## src/rtl/spi_frame_master.sv

```systemverilog
// SPI master: sends one DATA_W-bit word per frame, MSB first, and captures
// MISO into o_rx_data at the same time. Accepts a frame via a ready/start
// handshake and pulses o_done when slave select is released.
`timescale 1ns/1ps
module spi_frame_master #(
  parameter int DATA_W  = 16,
  parameter int CLK_DIV = 4,
  parameter int CPOL    = 0,
  parameter int CPHA    = 0,
  parameter int SS_GAP  = 2
) (
  input  logic              clk,
  input  logic              reset,
  input  logic              i_start,
  input  logic [DATA_W-1:0] i_data,
  output logic              o_ready,
  output logic              o_busy,
  output logic              o_done,
  output logic [DATA_W-1:0] o_rx_data,
  output logic              sclk,
  output logic              mosi,
  input  logic              miso,
  output logic              ss
);

  localparam int DIV_W  = (CLK_DIV > 1) ? $clog2(CLK_DIV) : 1;
  localparam int EDGE_W = $clog2(2 * DATA_W);
  localparam int GAP_W  = (SS_GAP > 1) ? $clog2(SS_GAP) : 1;

  localparam logic [DIV_W-1:0]  DIV_LAST  = DIV_W'(CLK_DIV - 1);
  localparam logic [EDGE_W-1:0] EDGE_LAST = EDGE_W'(2 * DATA_W - 1);
  localparam logic [GAP_W-1:0]  GAP_LAST  = GAP_W'((SS_GAP > 0) ? SS_GAP - 1 : 0);
  localparam logic              SCLK_IDLE = (CPOL != 0);

  typedef enum logic [2:0] {
    IDLE,
    LEAD,
    SHIFT,
    TRAIL,
    GAP
  } state_t;

  state_t              state_reg, state_next;
  logic [DIV_W-1:0]    div_reg, div_next;
  logic [EDGE_W-1:0]   edge_reg, edge_next;
  logic [GAP_W-1:0]    gap_reg, gap_next;
  logic [DATA_W-1:0]   tx_reg, tx_next;
  logic [DATA_W-1:0]   rx_reg, rx_next;
  logic [DATA_W-1:0]   rx_out_reg, rx_out_next;
  logic                sclk_reg, sclk_next;
  logic                mosi_reg, mosi_next;
  logic                ss_reg, ss_next;
  logic                done_reg, done_next;

  // Edge 0 of each pair is the leading edge (SCLK leaves its idle level).
  logic                leading_edge;
  assign leading_edge = ~edge_reg[0];

  assign o_ready   = (state_reg == IDLE);
  assign o_busy    = (state_reg != IDLE);
  assign o_done    = done_reg;
  assign o_rx_data = rx_out_reg;
  assign sclk      = sclk_reg;
  assign mosi      = mosi_reg;
  assign ss        = ss_reg;

  // State and datapath registers; reset takes effect immediately, even mid-frame.
  always_ff @(posedge clk or posedge reset) begin
    if (reset) begin
      state_reg  <= IDLE;
      div_reg    <= '0;
      edge_reg   <= '0;
      gap_reg    <= '0;
      tx_reg     <= '0;
      rx_reg     <= '0;
      rx_out_reg <= '0;
      sclk_reg   <= SCLK_IDLE;
      mosi_reg   <= 1'b0;
      ss_reg     <= 1'b1;
      done_reg   <= 1'b0;
    end else begin
      state_reg  <= state_next;
      div_reg    <= div_next;
      edge_reg   <= edge_next;
      gap_reg    <= gap_next;
      tx_reg     <= tx_next;
      rx_reg     <= rx_next;
      rx_out_reg <= rx_out_next;
      sclk_reg   <= sclk_next;
      mosi_reg   <= mosi_next;
      ss_reg     <= ss_next;
      done_reg   <= done_next;
    end
  end

  // Next-state and next-datapath logic for the frame sequencer.
  always_comb begin
    state_next  = state_reg;
    div_next    = div_reg;
    edge_next   = edge_reg;
    gap_next    = gap_reg;
    tx_next     = tx_reg;
    rx_next     = rx_reg;
    rx_out_next = rx_out_reg;
    sclk_next   = sclk_reg;
    mosi_next   = mosi_reg;
    ss_next     = ss_reg;
    done_next   = 1'b0;

    case (state_reg)
      IDLE: begin
        div_next  = '0;
        edge_next = '0;
        if (i_start) begin
          // The word is captured here so later i_data changes cannot disturb it.
          tx_next    = i_data;
          mosi_next  = i_data[DATA_W-1];
          ss_next    = 1'b0;
          state_next = LEAD;
        end
      end

      LEAD: begin
        if (div_reg == DIV_LAST) begin
          div_next   = '0;
          state_next = SHIFT;
        end else begin
          div_next = div_reg + DIV_W'(1);
        end
      end

      SHIFT: begin
        if (div_reg == DIV_LAST) begin
          div_next  = '0;
          sclk_next = ~sclk_reg;
          if (CPHA == 0) begin
            if (leading_edge) begin
              rx_next = {rx_reg[DATA_W-2:0], miso};
            end else if (edge_reg != EDGE_LAST) begin
              // The last trailing edge keeps the final bit on MOSI through TRAIL.
              mosi_next = tx_reg[DATA_W-2];
              tx_next   = {tx_reg[DATA_W-2:0], 1'b0};
            end
          end else begin
            if (leading_edge) begin
              // The first leading edge simply re-drives the MSB already on MOSI.
              mosi_next = tx_reg[DATA_W-1];
              tx_next   = {tx_reg[DATA_W-2:0], 1'b0};
            end else begin
              rx_next = {rx_reg[DATA_W-2:0], miso};
            end
          end
          if (edge_reg == EDGE_LAST) begin
            edge_next  = '0;
            sclk_next  = SCLK_IDLE;
            state_next = TRAIL;
          end else begin
            edge_next = edge_reg + EDGE_W'(1);
          end
        end else begin
          div_next = div_reg + DIV_W'(1);
        end
      end

      TRAIL: begin
        if (div_reg == DIV_LAST) begin
          div_next    = '0;
          gap_next    = '0;
          ss_next     = 1'b1;
          done_next   = 1'b1;
          rx_out_next = rx_reg;
          mosi_next   = 1'b0;
          state_next  = (SS_GAP == 0) ? IDLE : GAP;
        end else begin
          div_next = div_reg + DIV_W'(1);
        end
      end

      GAP: begin
        if (gap_reg == GAP_LAST) begin
          gap_next   = '0;
          state_next = IDLE;
        end else begin
          gap_next = gap_reg + GAP_W'(1);
        end
      end

      default: begin
        state_next = IDLE;
      end
    endcase
  end

endmodule

```

## config.mk

```make
export PLATFORM = sky130hd
export DESIGN_NAME = spi_frame_master
export DESIGN_NICKNAME = d
export VERILOG_FILES = /design/src/rtl/spi_frame_master.sv
export SDC_FILE = /design/constraint.sdc
export NUM_CORES = 1
export LEC_CHECK = 0
export BUFFER_PORTS_ARGS = -buffer_cell sky130_fd_sc_hd__buf_2
export CORE_UTILIZATION = 26
export CTS_CLUSTER_SIZE = 14
export DETAILED_ROUTE_END_ITERATION = 10
export PLACE_DENSITY_LB_ADDON = 0.08
export SLEW_MARGIN = 10
export SYNTH_ARGS = -nofsm -noshare
export SYNTH_HDL_FRONTEND = slang
export SYNTH_SLANG_ARGS = --single-unit
```

## constraint.sdc

```tcl
create_clock -name clk -period 1.9 [get_ports clk]
set_input_delay 0.19 -clock clk [delete_from_list [all_inputs] [get_ports clk]]
set_output_delay 0.19 -clock clk [all_outputs]
set_load 0.01 [all_outputs]
```

==> out/metrics.csv, run 1 <==
metric,value,unit
final_core_util,33.84,%
synth-xor-area-share,0.3211,%
wl_per_cell,13.75,um
cts_buffer_depth,2,
routed_wl,5.982,mm
max-vdd-ir-drop,0.0005135,V
dp_slack,0.04226,ns
clockPowerShare,26.9,%
seqPwrFrac,42.8,%
critPathKind,flip-flop to flip-flop,
syn_inst,235,
track_usage,11.30,%
die_h,104.4,um
start_util,26.66,%
yosys.area_share.simple,14.45,%
fmax,545.0,MHz
synth_top_family_by_area,multiplexers,
grt_pass1_wl,9.542,mm
drv_cap,0,
core_area,10230,um^2
syn_nets,258,
p_per_area,1280,nW/um^2
cts.sinks,62,
power.internal,2.969,mW
area_delta_synth_final,26.93,%
postSynthAreaPerCell,11.61,um^2
drtIter0Drc,43,
synthDistinctLibCells,38,
gp_congestion,0.6809,
endpoint_kind,flip-flop,
final.min_clock_period,1.835,ns
slew_headroom,72.88,%
fin_skew,0.006609,ns
cellLeakagePower,1.764,nW
routed_via_density,4.375,
first_global_vias,1914,
final.setup.worst_slack,0.06522,ns
diodes,0,
dp_hpwl,3.708,mm
io_buffers,41,
p_switching,1.461,mW
final_common_cell,dfrtp_1,
arrival,2.09,ns
synth-compound-area-share,8.394,%
hp-class,input port to flip-flop,
synthAdderAreaFrac,1.376,%
ys_ff_latch,62,
tightest_slew,0.4068,ns
p_comb_share,30.3,%
drv_slew,0,
grt_max_degree,31,
muxShareOfSynthArea,14.59,%
finalSetupViolCount,0,
cts_tree,done,
num_vias,1903,
die_w,104.4,um
netlist_area,2728,um^2
ys_warn_count,0,
cts-root-buf,clkbuf_8,
period_share,96.57,%
design_area,3462,um^2
netSwitchingFraction,32.98,%
path_clk_slew,0.07,ns
ys_seq_area_share,56.93,%
ant_nets,0,
drive_above_1_share,39.46,%
rows,37,
place_area,3159,um^2
status,completed,
drc,0,
cts_buffers,9,
h-tree-depth,3,
final_nets,317,
finalHoldViolations,0,
clk_latency,0.34,ns
io_pins,42,
worst_ep_required_time,2.16,ns
layout_common_cells,"dfrtp_1, buf_2, nand2_1",
antenna_found_initial,0,
grt_overflow,0,
fp.dieArea,10900,um^2
worst-path-max-fanout,7,
first_pass_iters,4,
cp-start-kind,flip-flop,
==> power by group through the flow <==
stage               Clock [mW]  Sequential [mW]  Combinational, mW
floorplan                    0             1.84              0.960
global placement             0             1.92               1.27
detailed placement           0             1.92               1.28
CTS                       1.25             1.90               1.28
global route              1.29             1.95               1.50
finish                    1.19             1.89               1.34
==> cell families after synthesis <==
logic type                 count (synthesis)
AOI/OAI and AO/OA                         36
xor gates and xnor gates                   1
adders and majority gates                  3
buffers and inverters                     19
DFF                                       62
muxes                                     32
and+or+nand+nor                           82
==> final timing paths <==
check	slack, ns	endpoint	cells past startpoint	startpoint
worst max-delay path	0.07	tx_reg[3]	8	edge_reg[1]
worst min-delay path	0.08	rx_reg[0]	2	miso
worst max register to register	0.07	tx_reg[3]	8	edge_reg[1]
worst min register to register	0.49	div_reg[1]	2	div_reg[1]
max in group asynchronous	0.98	ss	4	reset
min in group asynchronous	0.37	o_done	3	reset
==> worst max-delay path, cell delays in order (launching register included) <==
cell,delay [ns]
dfrtp_1,0.38
ha_2,0.19
and3_4,0.17
ha_2,0.17
and3b_2,0.26
o221a_4,0.24
clkbuf_16,0.16
nor2_1,0.04
a31oi_1,0.13
==> Yosys cell counts <==
| library cell | number | area (um^2) |
|---|---|---|
| a211oi_1 | 1 | 7.510 |
| a21o_1 | 2 | 15.01 |
| a21oi_1 | 4 | 20.02 |
| a311oi_1 | 1 | 8.760 |
| a31oi_1 | 14 | 87.58 |
| and3_1 | 1 | 6.260 |
| and3b_1 | 1 | 8.760 |
| buf_2 | 5 | 25.02 |
| buf_4 | 2 | 15.01 |
| buf_6 | 3 | 33.78 |
| clkbuf_1 | 4 | 15.01 |
| dfrtp_1 | 61 | 1526 |
| dfstp_2 | 1 | 26.28 |
| ha_1 | 3 | 37.54 |
| inv_1 | 5 | 18.77 |
| mux2_1 | 1 | 11.26 |
| mux2_2 | 21 | 236.5 |
| mux2_4 | 10 | 150.1 |
| nand2_1 | 37 | 138.9 |
| nand2b_1 | 2 | 12.51 |
| nand3_1 | 8 | 40.04 |
| nand3b_4 | 1 | 20.02 |
| nor2_1 | 21 | 78.83 |
| nor2b_1 | 1 | 6.260 |
| nor3_1 | 2 | 10.01 |
| nor3b_1 | 2 | 15.01 |
| nor3b_4 | 1 | 18.77 |
| nor4_1 | 2 | 12.51 |
| o21ai_0 | 6 | 30.03 |
| o21ai_1 | 4 | 20.02 |
| o221a_2 | 1 | 11.26 |
| o31ai_1 | 1 | 7.510 |
| o31ai_2 | 1 | 12.51 |
| o41ai_1 | 1 | 8.760 |
| or2_1 | 1 | 6.260 |
| or3_4 | 1 | 11.26 |
| or3b_1 | 1 | 8.760 |
| xnor2_1 | 1 | 8.760 |
==> what timing repair did <==
| action | 4_1_cts | 5_1_grt |
|---|---|---|
| setup endpoints to repair | 0 | 17 |
| setup buffers | 0 | 2 |
| endpoints found under the hold margin | 13 | 0 |
| hold buffers | 1 | 0 |
| resized for setup | 0 | 6 |
==> area by class of cell <==
| cell class | instances | area [um^2] |
|---|---|---|
| flip-flops and latches | 62 | 1553 |
| repair buffers | 62 | 425.4 |
| multi-input cells | 154 | 1094 |
| well taps | 136 | 170.2 |
| clock inverters | 3 | 42.54 |
| clock buffers | 13 | 158.9 |
| inverters | 5 | 18.77 |
| fillers | 1071 | 6769 |
==> per-stage QoR <==
step | power, mW | cells | setup TNS (ns) | hold WS, ns
6_report | 4.430 | 435 | 0 | 0.08095
5_1_grt | 4.744 | 435 | -0.004865 | 0.06130
4_1_cts | 4.430 | 431 | 0 | 0.06016
3_5_place_dp | 3.200 | 414 | 0 | 0.1811
3_3_place_gp | 3.196 | 414 | 0 | 0.1837
2_1_floorplan | 2.798 | 235 | 0 | 0.3296
==> per-layer routing <==
metal	track usage, %	vias to the layer above	part of all wire, %
li1	-	928	-
met1	13.90	933	47
met2	18.02	33	47
met3	4.261	9	4.2
met4	3.980	0	1.3
met5	0	-	0
(Power assumes the default switching activity.)
==> run 2: changes to the inputs <==
ABC_AREA = 1   (was default)
SLEW_MARGIN = 25   (was 10)
==> out/metrics.csv, run 2 <==
metric,value,unit,change
routed_wl,6.374,mm,was 5.982 mm
track_usage,12.76,%,was 11.30%
netlist_area,2751,um^2,was 2728 um^2
finalSetupViolCount,0,,unchanged
h-tree-depth,3,,unchanged
dp_hpwl,4.209,mm,was 3.708 mm
max-vdd-ir-drop,0.0003736,V,was 0.0005135 V
io_buffers,41,,unchanged
slew_headroom,59.82,%,was 72.88%
first_pass_iters,4,,unchanged
ys_warn_count,0,,unchanged
die_h,104.9,um,was 104.4 um
io_pins,42,,unchanged
rows,37,,unchanged
met2_usage,20.53,%,was 18.02%
fp.dieArea,11000,um^2,was 10900 um^2
gp_congestion,0.7585,,was 0.6809
area_delta_synth_final,25.01,%,was 26.93%
status,completed,,unchanged
dp.cells,508,,was 414
worst_ep_required_time,2.17,ns,was 2.16 ns
drv_cap,0,,unchanged
register_area,1553,um^2,unchanged
final_common_cell,nand2_1,,was dfrtp_1
core_area,10280,um^2,was 10230 um^2
start_util,26.77,%,was 26.66%
cp-start-kind,flip-flop,,unchanged
synthArstFlopShare,100.0,%,unchanged
hp-class,input port to flip-flop,,unchanged
cts_buffers,9,,unchanged
fin_skew,0.004510,ns,was 0.006609 ns
synth_area_leaders,"dfrtp_1, nand2_1, o21ai_0",,"was dfrtp_1, mux2_2, mux2_4"
setup_tns,0,ns,unchanged
top_usage_layer,met2,,unchanged
routed_via_density,4.237,,was 4.375
whs,0.1244,ns,was 0.08095 ns
cts-root-buf,clkbuf_8,,unchanged
grtUsageMet3,4.117,%,was 4.261%
finalHoldViolations,0,,unchanged
synth_edf_count,0,,unchanged
diodes,0,,unchanged
layout_common_cells,"nand2_1, dfrtp_1, buf_2",,"was dfrtp_1, buf_2, nand2_1"
drc,0,,unchanged
path_clk_slew,0.07,ns,about the same
crit-reg2reg-launch,edge_reg[0],,was edge_reg[1]
drtIter0Drc,98,,was 43
synth_common_cells,"nand2_1, dfrtp_1, o21ai_0, inv_1, nand3_1",,"was dfrtp_1, nand2_1, mux2_2, nor2_1, a31oi_1"
dp_slack,0.09143,ns,was 0.04226 ns
synthDistinctLibCells,24,,was 38
num_vias,2233,,was 1903
postSynthAreaPerCell,8.262,um^2,was 11.61 um^2
period_share,88.19,%,was 96.57%
final_nets,410,,was 317
antenna_found_initial,0,,unchanged
tightest_slew,0.6012,ns,was 0.4068 ns
cts.sinks,62,,unchanged
yosysMostFrequentCell,nand2_1,,was dfrtp_1
critPathKind,flip-flop to flip-flop,,unchanged
clk_latency,0.33,ns,was 0.34 ns
cellLeakagePower,1.860,nW,was 1.764 nW
synth_ff_type,dfrtp_1,,unchanged
multi_input_area,1032,um^2,was 1094 um^2
grt_pass1_wl,11.07,mm,was 9.542 mm
yosys.area.top_type,dfrtp_1,,unchanged
wl_per_cell,12.09,um,was 13.75 um
grt_overflow,0,,unchanged
p_per_area,776.5,nW/um^2,was 1280 nW/um^2
cts_buffer_depth,2,,unchanged
ys_ff_latch,62,,unchanged
final-instance-count-excl-fill,527,,was 435
arrival,1.95,ns,was 2.09 ns
rsz0062_at_grt,false,,
grt_max_degree,34,,was 31
ys_seq_area_share,56.43,%,was 56.93%
cts_tree,done,,unchanged
drive_above_1_share,20.72,%,was 39.46%
nFillCells,1133,,was 1071
synth.top_cell.area_share,55.48,%,was 55.96%
first_global_vias,2325,,was 1914
fmax,596.8,MHz,was 545.0 MHz
grt_use_met1,16.15,%,was 13.90%
drv_slew,0,,unchanged
ant_nets,0,,unchanged
syn_inst,333,,was 235
hp-start,miso,,unchanged
syn_nets,356,,was 258
endpoint_kind,flip-flop,,unchanged
final.min_clock_period,1.676,ns,was 1.835 ns
die_w,104.9,um,was 104.4 um
worst-path-max-fanout,7,,unchanged
startpoint,edge_reg[0],,was edge_reg[1]
final.setup.worst_slack,0.2244,ns,was 0.06522 ns
[run 2: path summary, 6_finish.rpt]
path,slack (ns),cells after the start,to
worst max-delay path,0.22,12,tx_reg[6]
worst min-delay path,0.12,3,rx_reg[0]
worst max register to register,0.22,12,tx_reg[6]
worst min register to register,0.46,2,ss
max in group asynchronous,0.90,4,ss
min in group asynchronous,0.40,3,o_rx_data[5]
[run 2: through the flow]
stage          power, mW  cell area (um^2)  util (%)
2_1_floorplan      1.381              2751         -
3_3_place_gp       1.421              3154     30.69
3_5_place_dp       1.421              3154     30.69
4_1_cts            2.726              3378     32.87
5_1_grt            2.782              3440     33.47
6_report           2.671              3440     33.47
[run 2: cells by family after synthesis]
group	share of synthesized area (%)
AOI/OAI and AO/OA	7.503
adders and majority gates	1.364
and+or+nand+nor	27.29
muxes	0.3638
xor gates and xnor gates	0.3184
DFF	56.43
buffers and inverters	6.730
[run 2: timing repair]
action	in CTS	in global routing
hold buffers	1	0
endpoints found under the hold margin	15	0
endpoints found under the setup margin	0	16
resized for setup	0	8
buffers inserted	0	1
[run 2: cell type report]
type	instances	share of cell area [%]
flip-flops and latches	62	45.14
multi-input cells	230	30.01
repair buffers	54	10.33
well taps	136	4.947
clock buffers	12	4.220
inverters	30	3.347
clock inverters	3	2.001
[run 2: power breakdown]
group / internal, mW / switching (mW)
clock network: 0.771 / 0.505
registers: 1.33 / 0.00307
logic: 0.0259 / 0.0390
total: 2.12 / 0.547
[run 2: critical path, stage by stage, from the launching register on]
cell and delay, ns:
dfrtp_1 0.38, ha_1 0.22, nand2_1 0.07, nor2_1 0.04, ha_1 0.18, inv_2 0.08, nand2_1 0.05, nand3_1 0.10
nand2_1 0.09, inv_4 0.12, clkbuf_16 0.16, nand3_1 0.06, nand2_1 0.07
[run 2: metal layers]
| layer | share of wire [%] | vias to the layer above |
|---|---|---|
| met4 | 1.0 | 0 |
| met5 | 0 | - |
| met3 | 4.0 | 6 |
| met2 | 47 | 31 |
| li1 | - | 1156 |
| met1 | 48 | 1040 |
